## config.mk

```make
export PLATFORM = sky130hd
export DESIGN_NAME = gshare_pht
export DESIGN_NICKNAME = d
export VERILOG_FILES = /design/src/rtl/bp_pkg.sv /design/src/rtl/sat_counter.sv /design/src/rtl/gshare_pht.sv
export SDC_FILE = /design/constraint.sdc
export NUM_CORES = 1
export LEC_CHECK = 0
export ABC_AREA = 1
export BUFFER_PORTS_ARGS = -buffer_cell sky130_fd_sc_hd__buf_2
export CAP_MARGIN = 5
export CORE_MARGIN = 3
export CORE_UTILIZATION = 50
export DETAILED_ROUTE_END_ITERATION = 8
export PLACE_DENSITY_LB_ADDON = 0.08
export SLEW_MARGIN = 20
export SYNTH_ARGS = -nofsm -noshare
export SYNTH_HDL_FRONTEND = slang
export SYNTH_SLANG_ARGS = --single-unit
```

## constraint.sdc

```tcl
create_clock -name clk -period 10.05 [get_ports clk]
set_input_delay 1.005 -clock clk [delete_from_list [all_inputs] [get_ports clk]]
set_output_delay 1.005 -clock clk [all_outputs]
set_load 0.01 [all_outputs]
```

## src/rtl/bp_pkg.sv

```systemverilog
// Shared branch-predictor definitions.
//
// Holds the init/ready state encoding used by the PHT sweep FSM and the
// default parameter values for the gshare pattern history table.
package bp_pkg;

  typedef enum logic {
    INIT  = 1'b0,
    READY = 1'b1
  } init_state_t;

  localparam int DEF_INDEX_W  = 8;
  localparam int DEF_CTR_W    = 2;
  localparam int DEF_HIST_W   = 8;
  localparam int DEF_INIT_VAL = 1;  // weakly not-taken

endpackage : bp_pkg

```

## src/rtl/sat_counter.sv

```systemverilog
// Saturating up/down counter update (combinational).
//
// Ports:
//   value      - current counter value
//   taken      - resolved branch direction (1 = count up, 0 = count down)
//   next_value - updated counter, clamped at 0 and at 2**CTR_W-1
module sat_counter #(
  parameter int CTR_W = 2
) (
  input  logic [CTR_W-1:0] value,
  input  logic             taken,
  output logic [CTR_W-1:0] next_value
);

  always_comb begin
    // NOTE: default first so every path assigns next_value and no latch is inferred.
    next_value = value;
    if (taken) begin
      if (value != '1) next_value = value + 1'b1;
    end else begin
      if (value != '0) next_value = value - 1'b1;
    end
  end

endmodule : sat_counter

```

## src/rtl/gshare_pht.sv

```systemverilog
// Gshare pattern history table with non-speculative global history.
//
// A lookup hashes lookup_pc with the global history register and returns the
// saturating counter one cycle later. Resolved branches train the addressed
// counter and shift their direction into the history. After reset or
// pht_clear, an init sweep writes INIT_VAL to every entry, one per cycle;
// lookups and updates are dropped while it runs.
//
// Ports:
//   clk, rst_n            - clock, asynchronous active-low reset
//   pht_clear             - re-initialise the table and clear the history
//   lookup_valid/_pc      - lookup request and its PC index bits
//   pred_valid/_taken/    - registered prediction: valid, counter MSB,
//   pred_ctr/_index         counter value, hashed index for later update
//   upd_valid/_index/     - resolved-branch training request
//   upd_taken
//   init_busy             - init sweep in progress
//   ghr_out               - current global history
module gshare_pht
  import bp_pkg::*;
#(
  parameter int INDEX_W  = DEF_INDEX_W,
  parameter int CTR_W    = DEF_CTR_W,
  parameter int HIST_W   = DEF_HIST_W,
  parameter int INIT_VAL = DEF_INIT_VAL
) (
  input  logic               clk,
  input  logic               rst_n,
  input  logic               pht_clear,
  input  logic               lookup_valid,
  input  logic [INDEX_W-1:0] lookup_pc,
  output logic               pred_valid,
  output logic               pred_taken,
  output logic [CTR_W-1:0]   pred_ctr,
  output logic [INDEX_W-1:0] pred_index,
  input  logic               upd_valid,
  input  logic [INDEX_W-1:0] upd_index,
  input  logic               upd_taken,
  output logic               init_busy,
  output logic [HIST_W-1:0]  ghr_out
);

  localparam int ENTRIES = 2 ** INDEX_W;

  init_state_t        state, state_next;
  logic [INDEX_W-1:0] ptr, ptr_next;
  logic [HIST_W-1:0]  ghr;

  logic [CTR_W-1:0]   pht_mem [ENTRIES];

  logic               upd_accept;
  logic               lookup_accept;
  logic [CTR_W-1:0]   upd_next;
  logic [INDEX_W-1:0] lookup_index;
  logic [CTR_W-1:0]   lookup_ctr;

  logic               mem_we;
  logic [INDEX_W-1:0] mem_waddr;
  logic [CTR_W-1:0]   mem_wdata;

  // pht_clear outranks both request types in the same cycle.
  assign upd_accept    = upd_valid    && (state == READY) && !pht_clear;
  assign lookup_accept = lookup_valid && (state == READY) && !pht_clear;

  // Hash uses the pre-shift history, including when an update lands this cycle.
  assign lookup_index = lookup_pc ^ INDEX_W'(ghr);

  sat_counter #(.CTR_W(CTR_W)) u_sat_counter (
    .value      (pht_mem[upd_index]),
    .taken      (upd_taken),
    .next_value (upd_next)
  );

  // Write-to-read bypass: a same-cycle update to the looked-up entry is
  // visible in the prediction.
  assign lookup_ctr = (upd_accept && (upd_index == lookup_index))
                    ? upd_next : pht_mem[lookup_index];

  // Init sweep FSM
  always_ff @(posedge clk or negedge rst_n) begin
    // NOTE: non-blocking assignments for all registered state avoid ordering races between blocks.
    if (!rst_n) begin
      state <= INIT;
      ptr   <= '0;
    end else begin
      state <= state_next;
      ptr   <= ptr_next;
    end
  end

  always_comb begin
    state_next = state;
    ptr_next   = ptr;
    if (pht_clear) begin
      state_next = INIT;
      ptr_next   = '0;
    end else if (state == INIT) begin
      ptr_next = ptr + 1'b1;
      if (ptr == '1) state_next = READY;
    end
  end

  assign init_busy = (state == INIT);

  // Single write port: the sweep owns it during INIT, training during READY.
  always_comb begin
    mem_we    = 1'b0;
    mem_waddr = ptr;
    mem_wdata = CTR_W'(INIT_VAL);
    if (!pht_clear) begin
      if (state == INIT) begin
        mem_we = 1'b1;
      end else if (upd_valid) begin
        mem_we    = 1'b1;
        mem_waddr = upd_index;
        mem_wdata = upd_next;
      end
    end
  end

  // NOTE: the table has no reset; its contents are defined by the init sweep.
  always_ff @(posedge clk) begin
    if (mem_we) pht_mem[mem_waddr] <= mem_wdata;
  end

  // Global history
  always_ff @(posedge clk or negedge rst_n) begin
    if (!rst_n) begin
      ghr <= '0;
    end else if (pht_clear) begin
      ghr <= '0;
    end else if (upd_accept) begin
      ghr <= (ghr << 1) | HIST_W'(upd_taken);
    end
  end

  assign ghr_out = ghr;

  // Prediction registers; payload holds between accepted lookups.
  always_ff @(posedge clk or negedge rst_n) begin
    if (!rst_n) begin
      pred_valid <= 1'b0;
      pred_taken <= 1'b0;
      pred_ctr   <= '0;
      pred_index <= '0;
    end else begin
      pred_valid <= lookup_accept;
      if (lookup_accept) begin
        pred_taken <= lookup_ctr[CTR_W-1];
        pred_ctr   <= lookup_ctr;
        pred_index <= lookup_index;
      end
    end
  end

endmodule : gshare_pht

```

==> results of run 1 <==
## area by class of cell
class,count,area (sq um),share of cell area [%]
repair buffers,85,627,1.99
inverters,280,1060,3.35
well taps,765,957,3.03
diodes,2,5.00,0.0159
clock inverters,27,283,0.896
clock buffers,84,1630,5.17
multi-input cells,2468,10900,34.6
flip-flops and latches,540,16100,50.9
## per-layer routing
metal	wire length [um]	track usage (%)	vias up
met1	38800	42.1	12300
met5	0	0	-
met3	10500	6.53	331
met2	45400	51.0	1504
met4	5120	16.2	0
li1	-	-	11600
## state kept, by name, indices dropped and copies added, names as in the netlist
name	cells
pht_mem	512
ghr_out	8
pred_ctr	1
state	1
ptr	8
pred_valid	1
pred_taken	1
pred_index	8
## Yosys cell counts
library cell / n
o31ai_1: 1
nand4_1: 1
nor2_2: 1
buf_2: 155
buf_4: 30
nand3b_1: 1
a221oi_1: 2
nand3_1: 893
o211ai_1: 25
or2_2: 2
ha_1: 1
nand2_2: 8
nor2_4: 1
o21ai_0: 80
nand2_4: 1
o22ai_1: 8
o21ai_1: 13
buf_1: 18
xnor2_2: 2
o21ai_2: 3
edfxtp_1: 512
inv_2: 5
xor2_1: 6
dfrtp_1: 28
clkbuf_1: 45
nor2_1: 296
buf_6: 7
xnor2_1: 3
nor3_1: 5
clkinv_1: 5
a21oi_1: 51
inv_1: 270
nand2_1: 1064
## per-stage QoR
step / hold slack, ns / setup slack, ns / std cells / power [mW] / instance area, sq um
floorplan: 0.456 / 0.428 / 3543 / 2.77 / 29300
finish: 0.407 / 4.81 / 4251 / 5.06 / 31600
CTS: 0.406 / 4.58 / 4248 / 5.07 / 31500
global route: 0.458 / 4.56 / 4249 / 5.20 / 31600
detailed placement: 0.481 / 3.94 / 4137 / 2.91 / 29600
global placement: 0.467 / 3.95 / 4137 / 2.91 / 29600
## kinds of logic (layout without fill, tap and decap cells)
| family | count (synthesis) | after routing | synth area share (%) |
|---|---|---|---|
| flops | 540 | 540 | 54.9 |
| fa+ha+maj | 1 | 1 | 0.0427 |
| compound gates | 183 | 183 | 3.45 |
| other cells | 0 | 2 | 0 |
| simple gates | 2273 | 2273 | 33.1 |
| xor+xnor | 11 | 11 | 0.380 |
| buf+inv | 535 | 476 | 8.08 |
## worst register-to-register path, cell delays in order (launching register included)
cell	delay, ns
dfrtp_1	0.49
nand2_2	0.34
nand2_8	0.65
buf_4	1.05
nand2_1	0.12
nand3_1	0.13
nand3_1	0.13
nand3_1	0.14
nand3_1	0.13
nand3_1	0.23
nand3_1	0.11
nand3_1	0.10
nand3_1	0.09
nand2_1	0.06
inv_1	0.04
nand2_1	0.12
nand2_1	0.07
## power by group through the flow
stage / Sequential (mW) / Combinational, mW / Clock (mW)
after floorplan: 2.48 / 0.285 / 0
after global placement: 2.48 / 0.426 / 0
after detailed placement: 2.48 / 0.429 / 0
after CTS: 2.43 / 0.430 / 2.21
after global routing: 2.43 / 0.471 / 2.29
final: 2.43 / 0.443 / 2.18
## path summary, 6_finish.rpt
kind	to	slack, ns	depth (start not counted)	from
min in group clk	pred_index[6]	0.49	2	pred_index[6]
max	pht_mem[22][1]	4.81	19	upd_index[0]
max reg2reg	pred_taken	5.94	16	ghr_out[0]
min	pred_index[6]	0.41	1	rst_n
max in group asynchronous	ghr_out[2]	9.22	1	rst_n
min reg2reg	pred_index[6]	0.49	2	pred_index[6]
==> qor.csv, run 1 <==
stage,metric,value,unit
synth,synth_area_leaders,"edfxtp_1, nand3_1, nand2_1",
cells_and_area,layout_common_cells,"nand2_1, nand3_1, edfxtp_1, nor2_1, inv_1",
route,via_per_inst,6.06,
grt,antenna_found_initial,1,
worst_setup_path,worstPathMaxFanout,111,
min_path,hold_path.class,primary input to async pin,
timing,max_freq,191,MHz
placed_design,hpwl,56200,um
clock_network,cts_buffer_depth,3,
cells_and_area,syn_to_final_growth,7.82,%
route,ant_nets,0,
grt,overflow,0,
grt,grt_pass1_vias,24900,
route,wl_per_cell,23.5,um
clock_network,clk-insertion-delay-late,0.64,ns
synth,synth_largest_area_cell,edfxtp_1,
timing,setup_viol,0,
clock_network,cts_tree,done,
power_and_ir_drop,p_clk_share,43.1,%
synth,synth_area,29300,sq um
timing,fin_crit,5.24,ns
floorplanning,die_w,248,um
clock_network,root_buffer,clkbuf_16,
floorplanning,die_area,61500,sq um
clock_network,clk_pin_slew,0.06,ns
clock_network,cts.sinks,540,
floorplanning,io_pins,43,
flow_run,maxCapViolCount,0,
power_and_ir_drop,power_leakage,12.2,nW
synth,syn_nets,3566,
worst_setup_path,cp_data_arrival_time,5.60,ns
worst_setup_path,cpLargestDelayFamily,buffers and inverters,
synth,synth-seq-cells,540,
clock_network,htreeDepth,2,
route,drc,0,
floorplanning,coreArea,57800,sq um
synth,yosysSeqAreaShare,54.9,%
power_and_ir_drop,p_comb_share,8.8,%
cells_and_area,nNetsFinal,3458,
route,drt-pass1-iter-count,6,
cells_and_area,fill_cells,5333,
cells_and_area,fin_util,54.6,%
grt,grt_max_degree,170,
timing,slew_headroom,19.0,%
floorplanning,dieHeight,248,um
timing,worst_slew_pin_slew,1.21,ns
worst_setup_path,crit_chain,"clkbuf_8, inv_6, buf_4, nand2_1, nand3_1, nand3_1, nand3_1, nand3_1, nand2_1, nand2_1, nand3_1, nand3_1, nand2_1, nand2_1, nand2_1, nand2_1, nor2_4, buf_16, buf_4",
timing,finalClockSkew,0.0276,ns
worst_setup_path,crit_top_cell,nand2_1,
timing,setup_tns,0,ns
synth,synth_warnings,0,
timing,finalCritPeriodShare,52.2,%
power_and_ir_drop,p_int,3.82,mW
synth,synth.distinct_cells,33,
floorplanning,rows,88,
power_and_ir_drop,switchingPower,1.24,mW
grt,grt_first_pass_wirelength,149000,um
power_and_ir_drop,cellPowerDensity,160,nW/um^2
worst_setup_path,crit_slowest_cell,buf_4,
cells_and_area,layout-drive-gt1-share,5.65,%
worst_setup_path,criticalPathCategory,primary input to register,
clock_network,postCtsHoldBufs,0,
clock_network,cts_resized,0,
grt,grt_use_total,32.1,%
worst_setup_path,crit_path_max_incr_delay,0.77,ns
floorplanning,start_util,50.7,%
placed_design,gp_congestion,0.920,
clock_network,cts_setup_buffers,0,
power_and_ir_drop,swShare,24.5,%
synth,synth_cells,3543,
power_and_ir_drop,p_seq_share,48.1,%
timing,rsz0062_at_grt,false,
status,status,finished clean,
route,vias,25800,
timing,hold_viol_final,0,
worst_setup_path,critPathBufInv,5,
worst_setup_path,start_kind,primary input,
timing,final_max_slew_viol_count,0,
route,drt-total-wl,99800,um
cells_and_area,mostFrequentLayoutCell,nand2_1,
synth,synth_top_area_share,52.5,%
power_and_ir_drop,max-vdd-ir-drop,144,uV
synth,synth.avg_cell_area,8.26,sq um
worst_setup_path,required,10.41,ns
placed_design,io_buffers,42,
clock_network,cts_buffers,60,
worst_setup_path,critPathCaptureType,register,
route,drt_iter0_drc,3197,
(Power assumes the default switching activity.)
==> run 2: changes to the inputs <==
- clock period: 10.05 -> 5.4 ns (I/O delays scaled with it)
==> qor.csv, run 2 (same netlist as run 1, synthesis figures left out) <==
stage,metric,value,unit
status,status,finished clean,
route,wl_per_cell,23.6,um
min_path,hold_path.class,primary input to register,
clock_network,htreeDepth,2,
clock_network,clk-insertion-delay-late,0.64,ns
route,drc,0,
cells_and_area,n_antenna_cell,0,
worst_setup_path,cpLargestDelayFamily,simple AND/OR/NAND/NOR gates,
timing,hold_viol_final,0,
power_and_ir_drop,max-vdd-ir-drop,296,uV
cells_and_area,layout-drive-gt1-share,6.35,%
worst_setup_path,crit_chain,"nand2_2, nor2_4, inv_2, o21ai_0, inv_1, nor2_1, inv_1, nor2_1, nand2_1, nor2_1",
route,drt_iter0_drc,3015,
route,vias,25900,
timing,hold_ws,0.182,ns
worst_setup_path,crit_top_cell,nor2_1,
min_path,hold_start,pht_clear,
timing,worst_slew_pin_slew,1.16,ns
floorplanning,coreArea,57800,sq um
placed_design,hpwl,56800,um
clock_network,clk_pin_slew,0.06,ns
clock_network,cts_buffer_depth,3,
cells_and_area,mostFrequentLayoutCell,nand2_1,
min_path,hold_depth,2,
worst_setup_path,rr_worst_depth,10,
grt,grt_first_pass_wirelength,150000,um
timing,finalClockSkew,0.0294,ns
timing,setup_viol,0,
worst_setup_path,required,5.68,ns
cells_and_area,layout.cells.non_filler,4260,
route,via_per_inst,6.08,
placed_design,post-place-ws,1.20,ns
cells_and_area,largest_register_ffs,512,
worst_setup_path,start_kind,register,
power_and_ir_drop,power_leakage,12.3,nW
cells_and_area,top_register,pht_mem,
worst_setup_path,r2r_slack,1.58,ns
placed_design,io_buffers,42,
cells_and_area,fill_cells,5256,
cells_and_area,layout_common_cells,"nand2_1, nand3_1, edfxtp_1, nor2_1, inv_1",
timing,setup_tns,0,ns
cells_and_area,fin_util,55.1,%
route,drt-pass1-iter-count,7,
timing,fin_crit,3.82,ns
placed_design,gp_congestion,0.875,
clock_network,cts_tree,done,
clock_network,cts.sinks,540,
cells_and_area,nNetsFinal,3471,
timing,final_max_slew_viol_count,0,
grt,overflow,0,
clock_network,cts_setup_buffers,0,
placed_design,place_area,29900,sq um
worst_setup_path,critPathCaptureType,register,
timing,finalCritPeriodShare,70.7,%
clock_network,root_buffer,clkbuf_16,
power_and_ir_drop,cellPowerDensity,297,nW/um^2
worst_setup_path,cp.depth,10,
flow_run,maxCapViolCount,0,
timing,slew_headroom,22.6,%
worst_setup_path,cp_data_arrival_time,4.10,ns
min_path,hold_path_end,state,
placed_design,dp.cells,4151,
worst_setup_path,r2r_start,state,
route,ant_nets,0,
worst_setup_path,crit_path_max_incr_delay,0.69,ns
grt,grt_use_total,32.4,%
route,drt-total-wl,100000,um
floorplanning,rows,88,
worst_setup_path,worstPathMaxFanout,24,
worst_setup_path,r2r-end,pht_mem[215][0],
floorplanning,dieHeight,248,um
floorplanning,start_util,50.7,%
grt,antenna_found_initial,1,
floorplanning,die_w,248,um
clock_network,cts_buffers,59,
timing,setup_ws,1.58,ns
floorplanning,die_area,61500,sq um
worst_setup_path,crit_slowest_cell,nand2_1,
grt,grt_pass1_vias,24600,
grt,grt_max_degree,144,
worst_setup_path,criticalPathCategory,register to register,
timing,max_freq,262,MHz
worst_setup_path,critPathBufInv,3,
cells_and_area,syn_to_final_growth,8.86,%
floorplanning,io_pins,43,
cells_and_area,fin_area,31900,sq um
power_and_ir_drop,power.total,9.48,mW
timing,rsz0062_at_grt,false,
==> run 2: report_power, final <==
group / internal [mW] / total, mW / switching (mW)
logic: 0.222 / 0.849 / 0.626
clock network: 2.38 / 4.10 / 1.72
registers: 4.52 / 4.53 / 0.00604
total: 7.13 / 9.48 / 2.35
==> run 2: worst reg2reg max path, stage by stage, from the launching register on <==
cell and delay [ns]:
dfrtp_1 0.47, nand2_2 0.13, nor2_4 0.23, inv_2 0.26, o21ai_0 0.66, inv_1 0.14, nor2_1 0.13, inv_1 0.09
nor2_1 0.13, nand2_1 0.69, nor2_1 0.55
==> run 2: what timing repair did <==
action,4_1_cts,5_1_grt
setup endpoints to repair,0,0
hold buffers,1,0
resized for setup,0,0
hold endpoints to repair,28,0
==> run 2: area by class of cell <==
class                           instances  area [sq um]  share of cell area, %
Sequential cell                       540         16100                   50.4
Multi-Input combinational cell       2468         10900                   34.3
Clock buffer                           74          1610                   5.04
Inverter                              280          1060                   3.32
Tap cell                              765           957                   3.00
Timing Repair Buffer                   99           902                   2.83
Clock inverter                         34           338                   1.06
==> run 2: routing by layer <==
metal / share of wire (%) / routed length [um] / track usage (%) / vias up
met3: 10 / 10500 / 6.72 / 330
met1: 39 / 38700 / 42.3 / 12300
met4: 5.2 / 5240 / 16.4 / 2
met5: 0.013 / 13 / 0 / -
met2: 46 / 45900 / 51.4 / 1551
li1: - / - / - / 11700
==> run 2: worst max-delay path by stage <==
stage / endpoint / from
final: pht_mem[215][0] / state
after global routing: pht_mem[215][1] / state
after CTS: pht_mem[215][0] / state
after detailed placement: pht_mem[235][0] / upd_index[0]
after global placement: pht_mem[235][0] / upd_index[0]
after floorplan: pht_mem[0][0] / upd_index[0]
